==> config.mk <==
export PLATFORM = sky130hd
export DESIGN_NAME = call_system_multi_flat
export DESIGN_NICKNAME = d
export VERILOG_FILES = /design/src/rtl/call_system_multi_pkg.sv /design/src/rtl/call_system_multi_if.sv /design/src/rtl/call_system_multi_station.sv /design/src/rtl/call_system_multi.sv /design/src/flat_wrapper.sv
export SDC_FILE = /design/constraint.sdc
export NUM_CORES = 1
export LEC_CHECK = 0
export BUFFER_PORTS_ARGS = -buffer_cell sky130_fd_sc_hd__buf_4
export CAP_MARGIN = 10
export CELL_PAD_IN_SITES_DETAIL_PLACEMENT = 0
export CELL_PAD_IN_SITES_GLOBAL_PLACEMENT = 1
export CORE_ASPECT_RATIO = 1.2
export CORE_MARGIN = 2
export CORE_UTILIZATION = 47
export CTS_CLUSTER_SIZE = 24
export DETAILED_ROUTE_END_ITERATION = 6
export GPL_ROUTABILITY_DRIVEN = 0
export PLACE_DENSITY = 0.9
export SYNTH_ARGS = -nofsm -noshare
export SYNTH_HDL_FRONTEND = slang
export SYNTH_SLANG_ARGS = --single-unit
==> constraint.sdc <==
create_clock -name clk -period 3.8 [get_ports clk]
set_input_delay 0.19 -clock clk [delete_from_list [all_inputs] [get_ports clk]]
set_output_delay 0.19 -clock clk [all_outputs]
set_load 0.02 [all_outputs]
==> src/rtl/call_system_multi_pkg.sv <==
// Shared width helpers and arbiter state encoding for the multi-station
// call-light controller.
package call_pkg;

  function automatic int ch_w(input int n);
    return (n > 1) ? $clog2(n) : 1;
  endfunction

  function automatic int cnt_w(input int n);
    return $clog2(n + 1);
  endfunction

  typedef enum logic {
    ARB_IDLE,
    ARB_PRESENT
  } arb_state_e;

endpackage

==> src/rtl/call_system_multi_if.sv <==
// Station request/cancel inputs, operator serve handshake and status outputs.
interface call_system_multi_if #(
  parameter int N_CH = 4
);
  import call_pkg::*;

  logic [N_CH-1:0]          call;
  logic [N_CH-1:0]          cancel;
  logic                     serve_ack;
  logic [N_CH-1:0]          light;
  logic [N_CH-1:0]          escalated;
  logic                     serve_valid;
  logic [ch_w(N_CH)-1:0]    serve_id;
  logic [cnt_w(N_CH)-1:0]   pending_count;

  modport slave (
    input  call, cancel, serve_ack,
    output light, escalated, serve_valid, serve_id, pending_count
  );

  modport master (
    output call, cancel, serve_ack,
    input  light, escalated, serve_valid, serve_id, pending_count
  );
endinterface

==> src/rtl/call_system_multi_station.sv <==
// One station: call light, saturating escalation timer and overdue flag.
module call_station #(
  parameter int ESC_CYCLES = 16
) (
  input  logic clk,
  input  logic reset,
  input  logic call,
  input  logic cancel,
  input  logic ack_hit,
  output logic light,
  output logic light_nxt,
  output logic escalated
);
  localparam int TW = $clog2(ESC_CYCLES + 1);
  localparam logic [TW-1:0] T_MAX = TW'(ESC_CYCLES);

  logic          light_q, light_d;
  logic          esc_q, esc_d;
  logic [TW-1:0] timer_q, timer_d;

  always_comb begin
    light_d = call | (light_q & ~cancel & ~ack_hit);
    timer_d = '0;
    // A lit station cleared and re-called in the same cycle starts a fresh wait.
    if (light_d && light_q && !(call && (cancel || ack_hit))) begin
      timer_d = (timer_q == T_MAX) ? timer_q : timer_q + 1'b1;
    end
    esc_d = light_d & (timer_d == T_MAX);
  end

  always_ff @(posedge clk) begin
    if (reset) begin
      light_q <= 1'b0;
      esc_q   <= 1'b0;
      timer_q <= '0;
    end else begin
      light_q <= light_d;
      esc_q   <= esc_d;
      timer_q <= timer_d;
    end
  end

  assign light     = light_q;
  assign light_nxt = light_d;
  assign escalated = esc_q;
endmodule

==> src/rtl/call_system_multi.sv <==
// Multi-station call-light controller: per-station lights/timers plus a
// two-level (escalated first) round-robin arbiter with valid/ack serve handshake.
module call_system_multi
  import call_pkg::*;
#(
  parameter int N_CH       = 4,
  parameter int ESC_CYCLES = 16
) (
  input  logic                 clk,
  input  logic                 reset,
  call_system_multi_if.slave   bus
);
  localparam int CH_W = ch_w(N_CH);
  localparam int CNT_W = cnt_w(N_CH);
  localparam int unsigned NU = N_CH;

  logic [N_CH-1:0] light, light_nxt, esc, ack_hit;
  logic [N_CH-1:0] cand, esc_cand;

  arb_state_e       state_q, state_d;
  logic             serve_valid_q, serve_valid_d;
  logic [CH_W-1:0]  serve_id_q, serve_id_d;
  logic [CH_W-1:0]  rr_ptr_q, rr_ptr_d;
  logic [CNT_W-1:0] pending_q, pending_d;

  logic             esc_found, norm_found;
  logic [CH_W-1:0]  esc_id, norm_id, idx;
  int unsigned      pos;

  for (genvar i = 0; i < N_CH; i++) begin : g_st
    assign ack_hit[i] = serve_valid_q & bus.serve_ack & (serve_id_q == CH_W'(i));

    call_station #(.ESC_CYCLES(ESC_CYCLES)) u_station (
      .clk       (clk),
      .reset     (reset),
      .call      (bus.call[i]),
      .cancel    (bus.cancel[i]),
      .ack_hit   (ack_hit[i]),
      .light     (light[i]),
      .light_nxt (light_nxt[i]),
      .escalated (esc[i])
    );
  end

  // Stations going dark on this edge are excluded so a dead station is never granted.
  assign cand     = light & light_nxt;
  assign esc_cand = esc & cand;

  always_comb begin
    esc_found  = 1'b0;
    norm_found = 1'b0;
    esc_id     = '0;
    norm_id    = '0;
    pos        = 0;
    idx        = '0;
    for (int unsigned off = 0; off < NU; off++) begin
      pos = 32'(rr_ptr_q) + off;
      if (pos >= NU) pos = pos - NU;
      idx = CH_W'(pos);
      if (!esc_found && esc_cand[idx]) begin
        esc_found = 1'b1;
        esc_id    = idx;
      end
      if (!norm_found && cand[idx]) begin
        norm_found = 1'b1;
        norm_id    = idx;
      end
    end
  end

  always_comb begin
    state_d       = state_q;
    serve_valid_d = serve_valid_q;
    serve_id_d    = serve_id_q;
    rr_ptr_d      = rr_ptr_q;
    pending_d     = CNT_W'($countones(light));
    case (state_q)
      ARB_IDLE: begin
        if (esc_found) begin
          state_d       = ARB_PRESENT;
          serve_valid_d = 1'b1;
          serve_id_d    = esc_id;
        end else if (norm_found) begin
          state_d       = ARB_PRESENT;
          serve_valid_d = 1'b1;
          serve_id_d    = norm_id;
        end
      end
      ARB_PRESENT: begin
        if (|ack_hit) begin
          state_d       = ARB_IDLE;
          serve_valid_d = 1'b0;
          rr_ptr_d      = (serve_id_q == CH_W'(N_CH - 1)) ? '0 : serve_id_q + 1'b1;
        end else if (!light_nxt[serve_id_q]) begin
          state_d       = ARB_IDLE;
          serve_valid_d = 1'b0;
        end
      end
      default: state_d = ARB_IDLE;
    endcase
  end

  always_ff @(posedge clk) begin
    if (reset) begin
      state_q       <= ARB_IDLE;
      serve_valid_q <= 1'b0;
      serve_id_q    <= '0;
      rr_ptr_q      <= '0;
      pending_q     <= '0;
    end else begin
      state_q       <= state_d;
      serve_valid_q <= serve_valid_d;
      serve_id_q    <= serve_id_d;
      rr_ptr_q      <= rr_ptr_d;
      pending_q     <= pending_d;
    end
  end

  assign bus.light         = light;
  assign bus.escalated     = esc;
  assign bus.serve_valid   = serve_valid_q;
  assign bus.serve_id      = serve_id_q;
  assign bus.pending_count = pending_q;
endmodule

==> src/flat_wrapper.sv <==
// flat-port wrapper written by rule: the top's interface ports become plain ports
module call_system_multi_flat import call_pkg::*;
#(
  parameter int N_CH       = 4,
  parameter int ESC_CYCLES = 16
)
  (clk, reset, bus_call, bus_cancel, bus_serve_ack, bus_light, bus_escalated, bus_serve_valid, bus_serve_id, bus_pending_count);
  call_system_multi_if #(.N_CH(N_CH)) bus_i ();
  input  logic clk;
  input  logic reset;
  input wire logic [$bits(bus_i.call)-1:0] bus_call;
  input wire logic [$bits(bus_i.cancel)-1:0] bus_cancel;
  input wire logic [$bits(bus_i.serve_ack)-1:0] bus_serve_ack;
  output wire logic [$bits(bus_i.light)-1:0] bus_light;
  output wire logic [$bits(bus_i.escalated)-1:0] bus_escalated;
  output wire logic [$bits(bus_i.serve_valid)-1:0] bus_serve_valid;
  output wire logic [$bits(bus_i.serve_id)-1:0] bus_serve_id;
  output wire logic [$bits(bus_i.pending_count)-1:0] bus_pending_count;
  assign bus_i.call = bus_call;
  assign bus_i.cancel = bus_cancel;
  assign bus_i.serve_ack = bus_serve_ack;
  assign bus_light = bus_i.light;
  assign bus_escalated = bus_i.escalated;
  assign bus_serve_valid = bus_i.serve_valid;
  assign bus_serve_id = bus_i.serve_id;
  assign bus_pending_count = bus_i.pending_count;
  call_system_multi #(.N_CH(N_CH), .ESC_CYCLES(ESC_CYCLES)) u_core (.clk(clk), .reset(reset), .bus(bus_i));
endmodule
* Yosys cells after proc, flatten, opt, wreduce, memory -nomap -nowiden
Cells that the tools add are included.
W data, S select, Z words.
** Storage, ports and cells
- Logic and storage cells :: 183
- Output and inout port bits :: 14
- Input bits :: 11
- Bits in registers :: 37
** Cells by class
- Magnitude comparators :: 9
- Multiplexer cells :: 59
- Reduce and logical (&&, ||, !) cells :: 38
- Bitwise operators :: 32
- Equal/unequal tests :: 13
- $add $sub $neg :: 15
** Operators with widths (number)
- $eq A5 B5 Y1 const B :: 8
- $mux W5 :: 8
- $mux W2 :: 15
- $mux W1 :: 25
- $add A5 B1 Y5 const B :: 4
- $bmux W1 S2 :: 9
- $logic_and A1 B1 Y1 :: 18
- $and A1 B1 Y1 :: 17
- $lt A2 B3 Y1 const B :: 5
- $logic_not A1 Y1 :: 10
- $ge A3 B3 Y1 const B :: 3
- $not A1 Y1 :: 9
- $and A4 B4 Y4 :: 2
- $sub A2 B1 Y2 const B :: 4
- $add A2 B2 Y3 const B :: 2
- $reduce_and A2 Y1 :: 3
- $add A1 B1 Y2 :: 2
- $eq A2 B2 Y1 const B :: 2
- $logic_or A1 B1 Y1 :: 4
- $or A1 B1 Y1 :: 4
- $pmux W1 S2 :: 2
- $reduce_or A4 Y1 :: 1
- $add A2 B1 Y3 const B :: 1
- $add A3 B3 Y3 :: 1
- 7 further kinds :: 7

* Logic depth before layout (Yosys ltp)
Gate-level depths: netlist of run 1.
- Depth in word-level cells :: 21
- Mapped depth :: 8
- Depth with buffers taken out :: 8

* Hierarchy
A second synthesis of run 1 with hierarchy kept.
** Second synthesis, totals
- Cells, all modules :: 238
- Area total of the unflattened synthesis :: 2175.8 um^2
** By module, submodules not included
- call_station :: area an instance 332.8 um^2, instances 4, cells an instance 35
- call_system_multi :: area an instance 844.6 um^2, instances 1, cells an instance 98

* Least setup slack after synthesis of run 1
No wires, ideal clock.
- Path type :: register to register
- From :: register u_core.serve_id_q[0] (netlist: u_core.bus.serve_id[0])
- To :: register u_core.serve_id_q[1] (netlist: u_core.bus.serve_id[1])
- Stages on the path, launching flop included :: 9
- Data arrival time :: 2.089 ns
- Setup slack :: 1.570 ns
- Setup time :: 0.141 ns
- Data required time :: 3.659 ns
- Cells stage by stage :: dfxtp_1 -> inv_1 -> ha_1 -> a31oi_2 -> o211ai_2 -> mux2_2 -> a32o_1 -> a211oi_2 -> a2111oi_2
** On the way
- Word-level cells in the longest chain between the ends :: 21
** RTL lines
- start: declaration :: line call_system_multi.sv:22 : logic [CH_W-1:0] serve_id_q, serve_id_d;
- start signal: assignment :: line call_system_multi.sv:113 : serve_id_q <= serve_id_d;
- $eq A2 B1 Y1 (tied with other cells) :: line call_system_multi.sv:31 : assign ack_hit[i] = serve_valid_q & bus.serve_ack & (serve_id_q == CH_W'(i));
- $and A1 B1 Y1 :: line call_system_multi.sv:31
- $not A1 Y1 :: line call_system_multi_station.sv:22 : light_d = call | (light_q & ~cancel & ~ack_hit);
- $and A1 B1 Y1 :: line call_system_multi_station.sv:22
- $or A1 B1 Y1 :: line call_system_multi_station.sv:22
- $and A4 B4 Y4 (*) :: line call_system_multi.sv:46 : assign cand = light & light_nxt;
- $and A4 B4 Y4 :: line call_system_multi.sv:47 : assign esc_cand = esc & cand;
- $bmux W1 S2 :: line call_system_multi.sv:60 : if (!esc_found && esc_cand[idx]) begin
- (+5 left out)
- $logic_not A1 Y1 :: line call_system_multi.sv:60
- $logic_and A1 B1 Y1 :: line call_system_multi.sv:60
- $mux W1 :: line call_system_multi.sv:60
- $logic_not A1 Y1 :: line call_system_multi.sv:60
- $logic_and A1 B1 Y1 :: line call_system_multi.sv:60
- $mux W1 :: line call_system_multi.sv:60
- $reduce_bool A2 Y1 (no source line)
- $reduce_and A2 Y1 (no source line)
Mark *: on every way between the ends. The rest lies on a longest branch, timed or not. The select of a mux whose other input is x is not followed.
A chain may end at the register's enable or synchronous reset.

* Worst setup path in the final report of run 1
Ends and elaborated chain as after synthesis.

==> results of run 1 <==
## power groups by stage
stage	Combinational (W)	Sequential, W	Clock [W]
floorplan	0.0000797	0.000436	0
global placement	0.000129	0.000432	0
detailed placement	0.000130	0.000432	0
CTS	0.000131	0.000423	0.000414
global route	0.000143	0.000427	0.000431
finish	0.000129	0.000424	0.000399
## logic make-up after synthesis
logic type | count (synthesis) | synth area share [%]
flip-flops | 37 | 34.9
adder cells (fa/ha/maj) | 16 | 9.79
multiplexers | 4 | 2.65
XOR/XNOR | 14 | 5.78
buffers and inverters | 29 | 6.60
AO/OA/AOI/OAI | 52 | 18.5
AND/OR/NAND/NOR | 97 | 21.8
## critical path, stage by stage, from the launching register on
cell and delay, ps:
dfxtp_1 430, inv_1 120, ha_1 240, a31oi_2 290, o211ai_2 180, mux2_2 310
a32o_1 260, a211oi_2 240, a2111oi_2 70
## per-stage QoR
step	power, W	hold slack (ps)	setup WS, ps	std cells	util, %
final	0.000952	155	1530	324	56.5
after detailed placement	0.000562	449	1550	316	53.4
after global placement	0.000561	445	1610	316	53.4
after global routing	0.00100	181	1420	324	56.5
after floorplan	0.000515	259	1570	249	-
after CTS	0.000968	147	1540	324	56.5
## layout by cell type (no fill, tap or decap), types with 4 or more instances in the layout
master / synthesis / layout
o21ai_0: 5 / 5
a31oi_1: 4 / 4
clkbuf_8: 0 / 5
dfxtp_1: 37 / 37
xor2_1: 9 / 9
nor2b_1: 4 / 4
nand2_1: 18 / 18
xnor2_1: 5 / 5
nor2_1: 35 / 35
buf_4: 8 / 24
inv_1: 16 / 16
ha_1: 15 / 15
o21ai_1: 4 / 4
nand3_1: 15 / 15
nor3_1: 5 / 5
a21oi_1: 12 / 12
## sequential cells by signal, indices dropped and copies added (netlist names)
name                             cells
u_core.g_st.u_station.light          4
u_core.rr_ptr_q                      2
u_core.g_st.u_station.escalated      4
u_core.bus.pending_count             3
u_core.g_st.u_station.timer_q       20
u_core.state_q                       1
u_core.bus.serve_id                  2
u_core.bus.serve_valid               1
## worst max-delay path by stage
stage / startpoint / end / slack, ps / cells after the start
after floorplan: u_core.bus.serve_id[0]$_SDFFE_PP0P_ / u_core.bus.serve_id[1]$_SDFFE_PP0P_ / 1570 / 8
after global placement: u_core.bus.serve_id[0]$_SDFFE_PP0P_ / u_core.bus.serve_id[1]$_SDFFE_PP0P_ / 1610 / 8
after detailed placement: u_core.bus.serve_id[0]$_SDFFE_PP0P_ / u_core.bus.serve_id[1]$_SDFFE_PP0P_ / 1550 / 8
after CTS: u_core.bus.serve_id[0]$_SDFFE_PP0P_ / u_core.bus.serve_id[1]$_SDFFE_PP0P_ / 1540 / 8
after global routing: u_core.bus.serve_id[0]$_SDFFE_PP0P_ / u_core.bus.serve_id[1]$_SDFFE_PP0P_ / 1420 / 8
final: u_core.bus.serve_id[0]$_SDFFE_PP0P_ / u_core.bus.serve_id[1]$_SDFFE_PP0P_ / 1530 / 8
## cell type report
class | instances | area, µm² | area share, %
tap | 56 | 70.1 | 2.89
multi-input combinational | 183 | 1240 | 51.2
clock inverter | 3 | 65.1 | 2.68
timing repair buffer | 24 | 180 | 7.43
inverter | 16 | 60.1 | 2.48
clock buffer | 5 | 68.8 | 2.84
sequential | 37 | 741 | 30.5
## layer usage
metal	vias to the layer above	part of all wire [%]	GRT usage, %	wire length [µm]
met5	-	0	0	0
met1	818	44	21.9	1910
li1	911	-	-	-
met4	0	1.2	5.42	54
met3	6	4.0	5.22	175
met2	36	51	33.6	2210
==> metrics.cfg, run 1 <==
[sta]
slew_headroom_pct = 67.2
fmax_mhz = 441
rsz0062_at_grt = false
setup_violations = 0
fin_crit_ps = 2270
post-route-period-util_pct = 59.7
worst_slew_pin_slew_ps = 485
setup_tns_ps = 0
skew_ps = 6.11
finalHoldViolCount = 0
finalMaxSlewViolations = 0

[clock_network]
clock-sinks = 37
tritoncts = built
clkLatencyLatePin_ps = 290
cts_root_buffer = clkbuf_8
cts_setup_buffers = 0
ctsHtreeMaxLevel = 2
cts-buffers-inserted = 5
cts_resized = 0
cts.reportedPaths.clkPinSlew_ps = 80
ctsLongestPathBuffers = 2
cts_hold_buf = 0

[drt]
drt_iter0_markers = 80
vias = 1771
first_pass_iters = 4
post-route-drc-count = 0
wl_per_cell_um = 13.4
drt-total-wl_mm = 4.35
vias_per_cell = 5.47
ant_nets = 0

[grt]
overflow = 0
grt_start_max_net_pins = 19
grt_antenna_before_repair = 0
grt_usage_pct = 18.9
grt_pass1_wl_mm = 7.56
grt_pass1_vias = 1722

[finish]
stdcell_area_um2 = 2430
finalNetCount = 294
antenna_cells = 0
drive_gt1_share_pct = 17.5
syn_to_final_growth_pct = 14.3
fillers = 423

[placed_design]
placed_area_um2 = 2290
dp_hpwl_mm = 3.41
io_buffers = 24

[floorplan]
io_pins = 25
die_w_um = 65.3
num_rows = 26
design.die.area_um2 = 5070
fp.coreArea_um2 = 4290
initial_core_util_pct = 49.4
fp.dieH_um = 77.6

[critical_path]
ff2ff_path_depth = 8
rrSetupSlack_ps = 1530
criticalPathCategory = flip-flop to flip-flop
crit_path_start_kind = flip-flop
cp_max_fo = 6
end_kind = flip-flop
cp.required_ps = 3960
reg2reg_to = u_core.bus.serve_id[1]$_SDFFE_PP0P_
r2r-start = u_core.bus.serve_id[0]$_SDFFE_PP0P_
arrival_ps = 2430

[power]
p_sw_share_pct = 24.4
clkPwrFrac_pct = 41.9
combPwrFrac_pct = 13.5
peakVddDrop_uv = 254
p_int_w = 0.000720
p_per_area_nw_per_um2 = 392
power_leakage_nw = 0.915
power.switching_w = 0.000232
p_seq_share_pct = 44.5

[synthesis]
yosysMostFrequentCell = dfxtp_1
ys_types = 49
synthCells = 249
avgSynthCellArea_um2 = 8.52
ys.flop_type = dfxtp_1
synth_common_cells = dfxtp_1, nor2_1, nand2_1
syn_area_um2 = 2120
synth.area.top_cells = dfxtp_1, ha_1, nor2_1, xor2_1, nand3_1
synth_edf_count = 0
async_flop_share_pct = 0
synth_top_area_cell = dfxtp_1
synth.net_count = 276
synth_top_area_share_pct = 34.9
yosys_warnings = 0
ys_ff_latch = 37
ys_seq_area_share_pct = 34.9

[hold_path]
hold_end = u_core.g_st[2].u_station.light$_SDFF_PP0_
min_from = bus_call[2]
hold_path.class = input port to flip-flop
hold_path_depth = 3

[run]
drv_cap = 0

[status]
status = complete, no violations

Power figures use the tool's default switching activity.
==> run 2: changes to the inputs <==
CORE_UTILIZATION = 39   (was 47)
PLACE_DENSITY = 0.81   (was 0.9)
clock period = 2.07 ns   (was 3.8 ns; I/O delays follow)
==> run 2 against run 1 <==
Clock power grew 25%. Count of clock-buffer cells in the layout rose by 2. Non-clock buffer count grew 13. Setup slack worse by 1500 ps. Routed wire length up 12%. Critical path type unchanged. Highest routed layer unchanged.
==> metrics.cfg, run 2 (synthesis gave the netlist of run 1 again) <==
[clock_network]
cts-buffers-inserted = 5  ; unchanged
ctsLongestPathBuffers = 2  ; unchanged
tritoncts = built  ; unchanged
ctsHtreeMaxLevel = 2  ; unchanged
cts_root_buffer = clkbuf_8  ; unchanged
clock-sinks = 37  ; unchanged
cts.reportedPaths.clkPinSlew_ps = 70  ; was 80 ps
clkLatencyLatePin_ps = 280  ; was 290 ps
cts_hold_buf = 0  ; unchanged

[power]
power_w = 0.00157  ; was 0.000952 W
power_leakage_nw = 0.953  ; was 0.915 nW
peakVddDrop_uv = 307  ; was 254 µV
p_per_area_nw_per_um2 = 613  ; was 392 nW/µm²

[critical_path]
path_cells = inv_1 -> ha_2 -> a31oi_4 -> o21ai_1 -> a41oi_2 -> o311ai_2 -> a211oi_2 -> a2111oi_2  ; was inv_1 -> ha_1 -> a31oi_2 -> o211ai_2 -> mux2_2 -> a32o_1 -> a211oi_2 -> a2111oi_2
reg2reg_to = u_core.bus.serve_id[1]$_SDFFE_PP0P_  ; unchanged
crit_path_start_kind = flip-flop  ; unchanged
end_kind = flip-flop  ; unchanged
r2r-start = u_core.bus.serve_id[0]$_SDFFE_PP0P_  ; unchanged
ff2ff_path_depth = 8  ; unchanged
cp_slowest_stage_delay_ps = 370  ; was 430 ps
crit_buf_inv = 1  ; unchanged
cp_max_fo = 6  ; unchanged
rrSetupSlack_ps = 40  ; was 1530 ps
criticalPathCategory = flip-flop to flip-flop  ; unchanged
arrival_ps = 2200  ; was 2430 ps
cp.required_ps = 2240  ; was 3960 ps
cp_top_family = compound AO/OA/AOI/OAI gates  ; unchanged
cp.depth = 8  ; unchanged
cp_slowest_cell = dfxtp_4  ; was dfxtp_1

[finish]
largest_register_ffs = 20  ; unchanged
mostFrequentLayoutCell = buf_4  ; was dfxtp_1
fillers = 521  ; was 423
finalNetCount = 307  ; was 294
top_register = u_core.g_st.u_station.timer_q  ; unchanged
antenna_cells = 0  ; unchanged
finish.utilization_pct = 48.6  ; was 56.5%
register_area_um2 = 748  ; was 741 µm²
mostFrequentLayoutCells = buf_4, dfxtp_1, nor2_1  ; was dfxtp_1, nor2_1, buf_4
drive_gt1_share_pct = 23.9  ; was 17.5%
multiInputGateArea_um2 = 1310  ; was 1240 µm²
syn_to_final_growth_pct = 20.5  ; was 14.3%

[floorplan]
io_pins = 25  ; unchanged
fp.dieH_um = 84.8  ; was 77.6 µm
die_w_um = 71.3  ; was 65.3 µm
fp.coreArea_um2 = 5260  ; was 4290 µm²
num_rows = 29  ; was 26
initial_core_util_pct = 40.3  ; was 49.4%
design.die.area_um2 = 6050  ; was 5070 µm²

[drt]
drt-total-wl_mm = 4.88  ; was 4.35 mm
drt_iter0_markers = 47  ; was 80
vias = 1859  ; was 1771
post-route-drc-count = 0  ; unchanged
first_pass_iters = 5  ; was 4
wl_per_cell_um = 14.3  ; was 13.4 µm
ant_nets = 0  ; unchanged
vias_per_cell = 5.44  ; was 5.47

[hold_path]
hold_end = u_core.g_st[3].u_station.light$_SDFF_PP0_  ; was u_core.g_st[2].u_station.light$_SDFF_PP0_
hold_path.class = input port to flip-flop  ; unchanged
hold_path_depth = 3  ; unchanged
min_from = bus_call[3]  ; was bus_call[2]

[sta]
rsz0062_at_grt = true  ; was false
finalMaxSlewViolations = 0  ; unchanged
finalHoldViolCount = 0  ; unchanged
fin_crit_ps = 2030  ; was 2270 ps
setup_violations = 0  ; unchanged
post-route-period-util_pct = 97.9  ; was 59.7%
slew_headroom_pct = 68.4  ; was 67.2%
worst_slew_pin_slew_ps = 462  ; was 485 ps
fmax_mhz = 493  ; was 441 MHz
skew_ps = 6.85  ; was 6.11 ps

[grt]
overflow = 0  ; unchanged
grt_pass1_wl_mm = 8.05  ; was 7.56 mm
grt_usage_pct = 16.7  ; was 18.9%
grt_pass1_vias = 1790  ; was 1722
grt_antenna_before_repair = 0  ; unchanged
grt_start_max_net_pins = 19  ; unchanged

[placed_design]
dp_hpwl_mm = 3.68  ; was 3.41 mm
io_buffers = 24  ; unchanged

[status]
status = complete, no violations  ; unchanged

[run]
drv_cap = 0  ; unchanged

==> run 2: cell type report <==
type / instances / area share [%]
inverters: 16 / 2.35
flip-flops and latches: 37 / 29.3
clock buffers: 7 / 3.38
repair buffers: 37 / 10.9
well taps: 62 / 3.03
multi-input cells: 183 / 51.1
==> run 2: worst min-delay path, cell delays in order <==
cell and delay, ps:
buf_4 90, a21oi_1 50, nor2_1 70
==> run 2: per-stage QoR <==
stage          area, µm²  cells  setup WS, ps  hold slack (ps)  TNS, ps
6_report            2560    342          43.3             81.3        0
5_1_grt             2560    342          -108             98.0     -155
4_1_cts             2510    342          26.9             70.5        0
3_5_place_dp        2420    335          22.6              380        0
3_3_place_gp        2420    335          2.38              366        0
2_1_floorplan       2140    249          38.4              165        0
==> run 2: worst max path at each step <==
stage / end / from
floorplan: u_core.bus.serve_id[1]$_SDFFE_PP0P_ / u_core.bus.serve_id[0]$_SDFFE_PP0P_
global placement: u_core.bus.serve_id[0]$_SDFFE_PP0P_ / u_core.bus.serve_id[0]$_SDFFE_PP0P_
detailed placement: u_core.bus.serve_id[0]$_SDFFE_PP0P_ / u_core.bus.serve_id[0]$_SDFFE_PP0P_
CTS: u_core.bus.serve_id[1]$_SDFFE_PP0P_ / u_core.bus.serve_id[0]$_SDFFE_PP0P_
global route: u_core.bus.serve_id[1]$_SDFFE_PP0P_ / u_core.bus.serve_id[0]$_SDFFE_PP0P_
finish: u_core.bus.serve_id[1]$_SDFFE_PP0P_ / u_core.bus.serve_id[0]$_SDFFE_PP0P_
==> run 2: power by group <==
part | internal, W | total, W | switching, W | leakage [nW]
registers | 0.000741 | 0.000782 | 0.0000418 | 0.302
clock network | 0.000264 | 0.000498 | 0.000234 | 0.0443
logic | 0.000132 | 0.000288 | 0.000156 | 0.607
total | 0.00114 | 0.00157 | 0.000432 | 0.953
==> run 2: what timing repair did <==
action | in CTS | in global routing
setup endpoints to repair | 1 | 3
pin swaps | 0 | 6
buffers inserted | 0 | 1
gates resized for setup | 1 | 9
==> run 2: layer usage <==
| layer | wire [µm] | global-route usage, % | share of wire [%] | vias to the layer above |
|---|---|---|---|---|
| li1 | - | - | - | 934 |
| met1 | 2040 | 19.3 | 42 | 868 |
| met2 | 2430 | 28.8 | 50 | 39 |
| met3 | 193 | 4.68 | 4.0 | 18 |
| met4 | 206 | 6.86 | 4.2 | 0 |
| met5 | 0 | 0 | 0 | - |
==> run 3: changes to the inputs <==
CTS_CLUSTER_SIZE = default   (was 24)
REMOVE_ABC_BUFFERS = 1   (was default)
==> run 3 against run 2 <==
Clock skew rose by 1.5 ps. Clock power grew 4.4%. Utilization up 1.0 points. Cell count is 1.2% higher. Sequential share of layout area down 0.64 points. Routed wire length decreased by 3.7%. Setup slack gained 5.5 ps. Via count shrank 0.65%. Flip-flop and latch count did not move. First-iteration DRC count is 8.5% higher. Global-route usage shrank 0.68 points.
==> metrics.cfg, run 3 (synthesis gave the netlist of run 1 again) <==
[floorplan]
fp.dieH_um = 84.8  ; unchanged
num_rows = 29  ; unchanged
initial_core_util_pct = 40.3  ; unchanged
io_pins = 25  ; unchanged
design.die.area_um2 = 6050  ; unchanged
die_w_um = 71.3  ; unchanged
fp.coreArea_um2 = 5260  ; unchanged

[drt]
drt-total-wl_mm = 4.70  ; was 4.88 mm
wl_per_cell_um = 13.6  ; was 14.3 µm
first_pass_iters = 4  ; was 5
vias = 1847  ; was 1859
post-route-drc-count = 0  ; unchanged
vias_per_cell = 5.34  ; was 5.44
ant_nets = 0  ; unchanged
drt_iter0_markers = 51  ; was 47

[finish]
fillers = 502  ; was 521
final_cells = 346  ; was 342
mostFrequentLayoutCells = buf_4, nor2_1, dfxtp_1  ; was buf_4, dfxtp_1, nor2_1
finish.utilization_pct = 49.6  ; was 48.6%
mostFrequentLayoutCell = buf_4  ; unchanged
syn_to_final_growth_pct = 23.0  ; was 20.5%
drive_gt1_share_pct = 27.8  ; was 23.9%
finalNetCount = 310  ; was 307
antenna_cells = 0  ; unchanged
top_register = u_core.g_st.u_station.timer_q  ; unchanged
largest_register_ffs = 20  ; unchanged

[critical_path]
end_kind = flip-flop  ; unchanged
crit_path_start_kind = flip-flop  ; unchanged
criticalPathCategory = flip-flop to flip-flop  ; unchanged
cp.required_ps = 2260  ; was 2240 ps
cp_max_fo = 5  ; was 6
arrival_ps = 2210  ; was 2200 ps

[clock_network]
ctsLongestPathBuffers = 2  ; unchanged
clkLatencyLatePin_ps = 290  ; was 280 ps
cts-buffers-inserted = 5  ; unchanged
cts.reportedPaths.clkPinSlew_ps = 80  ; was 70 ps
cts_root_buffer = clkbuf_8  ; unchanged
tritoncts = built  ; unchanged
clock-sinks = 37  ; unchanged
ctsHtreeMaxLevel = 2  ; unchanged

[grt]
grt_antenna_before_repair = 0  ; unchanged
grt_usage_pct = 16.1  ; was 16.7%
overflow = 0  ; unchanged
grt_pass1_vias = 1645  ; was 1790
grt_start_max_net_pins = 19  ; unchanged
grt_pass1_wl_mm = 7.75  ; was 8.05 mm

[sta]
skew_ps = 8.32  ; was 6.85 ps
worst_slew_pin_slew_ps = 480  ; was 462 ps
fin_ws_ps = 48.8  ; was 43.3 ps
fmax_mhz = 495  ; was 493 MHz
holdWs_ps = 79.0  ; was 81.3 ps
finalMaxSlewViolations = 0  ; unchanged
finalHoldViolCount = 0  ; unchanged
fin_crit_ps = 2020  ; was 2030 ps
setup_violations = 0  ; unchanged
post-route-period-util_pct = 97.6  ; was 97.9%
slew_headroom_pct = 67.5  ; was 68.4%

[power]
power_leakage_nw = 0.974  ; was 0.953 nW
p_per_area_nw_per_um2 = 620  ; was 613 nW/µm²
peakVddDrop_uv = 397  ; was 307 µV
power_w = 0.00162  ; was 0.00157 W

[placed_design]
dp.cells = 336  ; was 335
dp_hpwl_mm = 3.56  ; was 3.68 mm
io_buffers = 24  ; unchanged
pre_cts_ws_ps = -59.3  ; was 22.6 ps

[hold_path]
hold_path.class = input port to flip-flop  ; unchanged

[run]
drv_cap = 0  ; unchanged

[status]
status = complete, no violations  ; unchanged

[run 3: cell types whose count changed in the layout (fill, tap and decap cells not counted), sizes merged]
cell / before / now
inv: 16 / 17
buf: 37 / 40
clkbuf: 7 / 5
clkinv: 0 / 1
clkinvlp: 0 / 1
[run 3: area by class of cell]
cell class,count,area (µm²),area share (%)
clock buffers,5,68.8,2.64
multi-input cells,183,1330,51.1
flip-flops and latches,37,747,28.6
clock inverters,3,21.3,0.815
well taps,62,77.6,2.97
inverters,16,62.6,2.40
repair buffers,40,300,11.5
[run 3: worst paths after layout]
check,start,endpoint,slack [ps],depth (start not counted)
min,bus_call[0],u_core.g_st[0].u_station.light$_SDFF_PP0_,80,3
max,u_core.bus.serve_id[1]$_SDFFE_PP0P_,u_core.bus.serve_id[0]$_SDFFE_PP0P_,50,7
max reg2reg,u_core.bus.serve_id[1]$_SDFFE_PP0P_,u_core.bus.serve_id[0]$_SDFFE_PP0P_,50,7
min reg2reg,u_core.g_st[3].u_station.timer_q[4]$_SDFF_PP0_,u_core.g_st[3].u_station.timer_q[4]$_SDFF_PP0_,530,2
[run 3: routing by layer]
| layer | vias to the layer above | GRT usage, % | share of wire [%] |
|---|---|---|---|
| li1 | 941 | - | - |
| met3 | 6 | 3.48 | 3.9 |
| met2 | 29 | 25.6 | 49 |
| met4 | 0 | 6.17 | 1.2 |
| met5 | - | 0 | 0 |
| met1 | 871 | 21.1 | 46 |
[run 3: stage by stage]
step	TNS, ps	cell area, µm²
after floorplan	-212	2040
after global placement	-22.6	2400
after detailed placement	-127	2400
after CTS	0	2510
after global routing	-84.3	2610
final	0	2610
[run 3: what timing repair did]
action / CTS / global route
hold buffers: 0 / 0
endpoints found under the setup margin: 4 / 4
resized for setup: 5 / 19
setup buffers: 0 / 2
pin swaps: 1 / 12
[run 3: worst max-delay path, stage by stage, from the launching register on]
cell and delay (ps):
dfxtp_2 400, ha_1 250, a31oi_4 120, o211ai_1 400, nand4_1 220, a21oi_1 170, a32oi_1 90, a311oi_1 270
[run 3: report_power, final]
| part | total [W] | internal, W | switching, W |
|---|---|---|---|
| registers | 0.000787 | 0.000741 | 0.0000464 |
| logic | 0.000310 | 0.000152 | 0.000158 |
| clock network | 0.000520 | 0.000239 | 0.000281 |
| total | 0.00162 | 0.00113 | 0.000486 |
